==> config.mk <==
export PLATFORM = sky130hd
export DESIGN_NAME = pic_ctl
export DESIGN_NICKNAME = d
export VERILOG_FILES = /design/src/rtl/pic_ctl.sv
export SDC_FILE = /design/constraint.sdc
export NUM_CORES = 1
export LEC_CHECK = 0
export CAP_MARGIN = 20
export CORE_MARGIN = 2
export CORE_UTILIZATION = 60
export CTS_CLUSTER_SIZE = 30
export DETAILED_ROUTE_END_ITERATION = 10
export PLACE_DENSITY_LB_ADDON = 0.08
export SLEW_MARGIN = 20
export SYNTH_ARGS = -nofsm -noshare
export SYNTH_HDL_FRONTEND = slang
export SYNTH_SLANG_ARGS = --single-unit
export TNS_END_PERCENT = 1
==> constraint.sdc <==
create_clock -name clock -period 6.7 [get_ports clock]
set_input_delay 2.01 -clock clock [delete_from_list [all_inputs] [get_ports clock]]
set_output_delay 2.01 -clock clock [all_outputs]
set_load 0.005 [all_outputs]
==> src/rtl/pic_ctl.sv <==
// pic_ctl - programmable interrupt controller for the 16-bit core.
//
// Latches rising edges on up to eight request lines, masks them, picks one by
// fixed or rotating priority and hands its vector to the core with a toggle
// handshake on irq. Software talks to it through three I/O ports.
//
// Ports:
//   clock    in   system clock, all registers update on its rising edge
//   reset_n  in   synchronous active-low reset
//   req      in   IRQ_COUNT request lines (synchronous to clock)
//   port_a   in   16-bit I/O port address
//   port_w   in   one-cycle port write strobe
//   port_r   in   one-cycle port read strobe
//   port_o   in   8-bit port write data
//   port_i   out  8-bit registered port read data
//   irq      out  toggles once per dispatched interrupt
//   irq_in   out  vector number, stable between toggles
module pic_ctl #(
   parameter int          IRQ_COUNT = 8,
   parameter logic [7:0]  VEC_BASE  = 8'h08,
   parameter logic [15:0] PORT_BASE = 16'h0020
) (
   input  logic                 clock,
   input  logic                 reset_n,
   input  logic [IRQ_COUNT-1:0] req,
   input  logic [15:0]          port_a,
   input  logic                 port_w,
   input  logic                 port_r,
   input  logic [7:0]           port_o,
   output logic [7:0]           port_i,
   output logic                 irq,
   output logic [7:0]           irq_in
);

   // Bits at IRQ_COUNT and above are never allowed to hold a 1.
   localparam logic [7:0] VALID_M = 8'((9'd1 << IRQ_COUNT) - 9'd1);

   typedef enum logic {S_IDLE, S_BUSY} state_t;

   state_t               state_q;
   logic [7:0]           irr_q, irr_d;
   logic [7:0]           imr_q;
   logic [7:0]           isr_q;
   logic [IRQ_COUNT-1:0] prev_q;
   logic [7:0]           vbase_q;
   logic                 rot_q;
   logic [2:0]           lowp_q;
   logic [2:0]           cur_q;      // line dispatched most recently
   logic                 irq_q;
   logic [7:0]           irq_in_q;
   logic [7:0]           port_i_q;

   logic [7:0] edge_w;
   logic [7:0] pend_w;
   logic       sel_vld_w;
   logic [2:0] sel_k_w;
   logic       dispatch_w;
   int         start_w;
   int         idx_w;

   function automatic logic [2:0] onehot_idx(input logic [7:0] v);
      logic [2:0] r;
      r = 3'd0;
      for (int i = 0; i < 8; i++) begin
         if (v[i]) r = 3'(i);
      end
      return r;
   endfunction

   assign edge_w = 8'(req & ~prev_q);

   // Scan from the lowest-priority end back to the highest so the last hit
   // wins; start_w is the highest-priority index.
   always_comb begin
      pend_w    = irr_q & ~imr_q;
      sel_vld_w = 1'b0;
      sel_k_w   = 3'd0;
      idx_w     = 0;
      start_w   = 0;
      if (rot_q) begin
         start_w = int'(lowp_q) + 1;
         if (start_w >= IRQ_COUNT) start_w = 0;
      end
      for (int i = IRQ_COUNT - 1; i >= 0; i--) begin
         idx_w = start_w + i;
         if (idx_w >= IRQ_COUNT) idx_w = idx_w - IRQ_COUNT;
         if (pend_w[idx_w[2:0]]) begin
            sel_vld_w = 1'b1;
            sel_k_w   = idx_w[2:0];
         end
      end
   end

   assign dispatch_w = (state_q == S_IDLE) && sel_vld_w;

   // A new edge on the line being cleared by dispatch keeps the bit set.
   always_comb begin
      irr_d = irr_q;
      if (dispatch_w) irr_d = irr_d & ~(8'd1 << sel_k_w);
      irr_d = irr_d | edge_w;
   end

   always_ff @(posedge clock) begin
      if (!reset_n) begin
         state_q  <= S_IDLE;
         irr_q    <= 8'd0;
         imr_q    <= 8'd0;
         isr_q    <= 8'd0;
         prev_q   <= '0;
         vbase_q  <= VEC_BASE;
         rot_q    <= 1'b0;
         lowp_q   <= 3'(IRQ_COUNT - 1);
         cur_q    <= 3'd0;
         irq_q    <= 1'b0;
         irq_in_q <= 8'd0;
         port_i_q <= 8'd0;
      end else begin
         prev_q <= req;
         irr_q  <= irr_d;

         if (dispatch_w) begin
            isr_q    <= 8'd1 << sel_k_w;
            cur_q    <= sel_k_w;
            irq_in_q <= vbase_q + {5'd0, sel_k_w};
            irq_q    <= ~irq_q;
            state_q  <= S_BUSY;
         end

         if (port_w && port_a == PORT_BASE) begin
            // EOI only means something while a line is in service.
            if (port_o[5] && state_q == S_BUSY) begin
               isr_q <= 8'd0;
               if (rot_q) lowp_q <= onehot_idx(isr_q);
               state_q <= S_IDLE;
            end
            if (port_o[7]) rot_q <= port_o[0];
         end
         if (port_w && port_a == PORT_BASE + 16'd1) imr_q   <= port_o & VALID_M;
         if (port_w && port_a == PORT_BASE + 16'd2) vbase_q <= port_o;

         if (port_r) begin
            if (port_a == PORT_BASE)
               port_i_q <= irr_q;
            else if (port_a == PORT_BASE + 16'd1)
               port_i_q <= imr_q;
            else if (port_a == PORT_BASE + 16'd2)
               port_i_q <= {rot_q, (state_q == S_BUSY), 3'b000, cur_q};
         end
      end
   end

   assign port_i = port_i_q;
   assign irq    = irq_q;
   assign irq_in = irq_in_q;

endmodule

==> flow_metrics.env <==
export IMPL_postCtsHoldBufs=0
export IMPL_grt_max_degree=41
export IMPL_postCtsSetupBuffers=0
export IMPL_grt_antenna_before_repair=0
export IMPL_clk_pin_slew_ps=80
export IMPL_setup_viol=0
export IMPL_fill_cells=494
export IMPL_drt_first_pass_iters=5
export IMPL_avgSynthCellArea_um2=8.61
export IMPL_syn2layout_area_growth_pct=20.2
export IMPL_slew_violations=0
export IMPL_endpoint_kind="flop"
export IMPL_dp_hpwl_um=7760
export IMPL_post_route_period_util_pct=79.5
export IMPL_drive_gt1_share_pct=8.17
export IMPL_cp_required_ps=6950
export IMPL_synth_async_reset_ratio_pct=0
export IMPL_die_h_um=84.5
export IMPL_relSlewSlack_pct=41.4
export IMPL_drt_antenna_violating_nets=0
export IMPL_fmax_ghz=0.188
export IMPL_cts_tree="built"
export IMPL_grt_overflow_total=0
export IMPL_finalWirelength_um=10300
export IMPL_wl_met2_um=4930
export IMPL_wire_per_inst_um=17.7
export IMPL_grt_pass1_vias=3469
export IMPL_yosys_top_cells_count="dfxtp_1 (64), nor2_1 (62), mux2i_1 (42)"
export IMPL_synth_cells=452
export IMPL_synth_top_area_share_pct=32.9
export IMPL_core_area_mm2=0.00631
export IMPL_powerDensity_mw_per_mm2=216
export IMPL_synth_seq_cells=64
export IMPL_synth_seq_area_share_pct=32.9
export IMPL_ys_flop_type="dfxtp_1"
export IMPL_cts_max_level=3
export IMPL_stdcell_area_mm2=0.00468
export IMPL_outcome="complete, no violations"
export IMPL_cap_violations=0
export IMPL_startpoint_type="flop"
export IMPL_clock_skew_ps=12.3
export IMPL_nNetsFinal=541
export IMPL_crit_type="reg -> reg"
export IMPL_max_vdd_ir_drop_uv=240
export IMPL_route_detailed_drc=0
export IMPL_top_layer="met4"
export IMPL_grt_pass1_wl_um=17000
export IMPL_dpl_cell_area_mm2=0.00442
export IMPL_setup_tns_ps=0
export IMPL_numPortBuffers=52
export IMPL_num_rows=29
export IMPL_routabilityCongestion=0.939
export IMPL_synth_most_common_cell="dfxtp_1"
export IMPL_clock_path_buffers=2
export IMPL_drt_iter0_drc=244
export IMPL_wl_met1_um=4380
export IMPL_worst_pin_slew_ps=877
export IMPL_hold_class="reg -> reg"
export IMPL_synth_area_leaders="dfxtp_1 (33%), mux2i_1 (11%), nor2_1 (6.0%)"
export IMPL_synth_nets=496
export IMPL_start_util_pct=61.6
export IMPL_rsz0062_at_grt="no"
export IMPL_yosys_area_top_type="dfxtp_1"
export IMPL_root_buffer="clkbuf_8"
export IMPL_clock_latency_ps=340
export IMPL_io_pins=53
export IMPL_cts_sinks=64
export IMPL_die_w_um=84.5
export IMPL_cts_resized_gates=0
export IMPL_ys_types=75
export IMPL_wl_met3_um=670
export IMPL_ys_warn_count=0
export IMPL_die_area_mm2=0.00715
export IMPL_hold_viol=0
export IMPL_crit_arrival_ps=5580
export IMPL_grt_total_usage_pct=29.7
export IMPL_crit_fanout=18
export IMPL_vias_per_cell=6.23
export IMPL_num_vias=3609
export IMPL_leakage_uw=0.00177
export IMPL_final_period_minus_worst_setup_slack_ps=5330
export IMPL_num_antenna_cells=0
export IMPL_synth_area_mm2=0.00389
export IMPL_synth_edf_count=0
export IMPL_numCtsBuffers=9
## where the power goes
part	total [µW]	switching, µW	internal, µW
Combinational	187	104	83.2
Clock	410	151	259
Sequential	411	12.9	398
## flip-flops by register name, summed over array words and instances, names as in the netlist
register  count
isr_q         7
port_i        8
prev_q        8
imr_q         8
cur_q         3
vbase_q       8
irq           1
state_q       1
irr_q         8
lowp_q        3
irq_in        8
rot_q         1
## layout make-up
cell class / instances / area (µm²) / area share [%]
clock buffer: 10 / 138 / 2.94
timing repair buffer: 54 / 536 / 11.4
inverter: 20 / 80.1 / 1.71
tap: 77 / 96.3 / 2.06
multi-input combinational: 348 / 2430 / 52.0
sequential: 64 / 1280 / 27.4
clock inverter: 6 / 115 / 2.46
## through the flow
stage	util (%)	worst slack, ps	hold WS (ps)	instances	total power (µW)
after floorplan	-	2490	453	452	533
after global placement	70.1	1670	468	563	599
after detailed placement	70.1	1510	472	563	602
after CTS	74.1	1520	495	579	1010
after global routing	74.1	921	516	579	1040
final	74.1	1370	488	579	1010
## kinds of logic (layout without fill, tap and decap cells)
family	count (synthesis)	after routing	share of synthesized area, %
multiplexers	51	51	14.9
buffers and inverters	40	90	4.60
adder cells (fa/ha/maj)	8	8	2.77
AO/OA/AOI/OAI	107	107	19.8
flip-flops	64	64	32.9
XOR/XNOR	8	8	1.80
AND/OR/NAND/NOR	174	174	23.2
## cells in the final DEF, fill, tap and decap left out, types with 4 or more instances in the layout
| master | count |
|---|---|
| a211oi_1 | 16 |
| xor2_1 | 4 |
| nor4_1 | 6 |
| nand2b_1 | 16 |
| a31oi_1 | 5 |
| dfxtp_1 | 64 |
| clkdlybuf4s50_1 | 52 |
| o211ai_1 | 7 |
| clkbuf_8 | 10 |
| a21oi_1 | 20 |
| nor2_1 | 62 |
| nor2b_1 | 13 |
| nand3_1 | 7 |
| nor3_1 | 5 |
| o21ai_0 | 15 |
| a2bb2oi_1 | 4 |
| nand2_1 | 32 |
| ha_1 | 7 |
| o32ai_1 | 8 |
| mux2i_1 | 42 |
| and3_1 | 4 |
| and2_1 | 9 |
| inv_1 | 15 |
| xnor2_1 | 4 |
## worst paths after layout
kind                               start                      to  slack (ps)  cells after the start
setup / recovery      rot_q$_SDFFE_PN0P_  irq_in[6]$_SDFFE_PN0P_        1370                     17
setup reg to reg      rot_q$_SDFFE_PN0P_  irq_in[6]$_SDFFE_PN0P_        1370                     17
hold / removal    port_i[1]$_SDFFE_PN0P_  port_i[1]$_SDFFE_PN0P_         490                      2
hold reg to reg   port_i[1]$_SDFFE_PN0P_  port_i[1]$_SDFFE_PN0P_         490                      2
## metal layers
metal  track usage, %  vias up
met5                0        -
met4             13.4        0
met3             6.49       26
met2             46.5      159
met1             39.4     1683
li1                 -     1741
## critical path, stage by stage (launching register included)
cell       delay, ps
dfxtp_1          730
nand2b_1         540
inv_4            270
ha_1             280
inv_1            110
o2111ai_2        450
mux2_2           450
nor4_1           300
a21bo_1          260
and3_1           310
inv_2            140
ha_1             170
inv_1             60
fa_1             430
nor2b_1          170
o2111ai_1        150
xor2_1           180
a211oi_1         240
No activity file was read; power rests on OpenSTA's default activity.
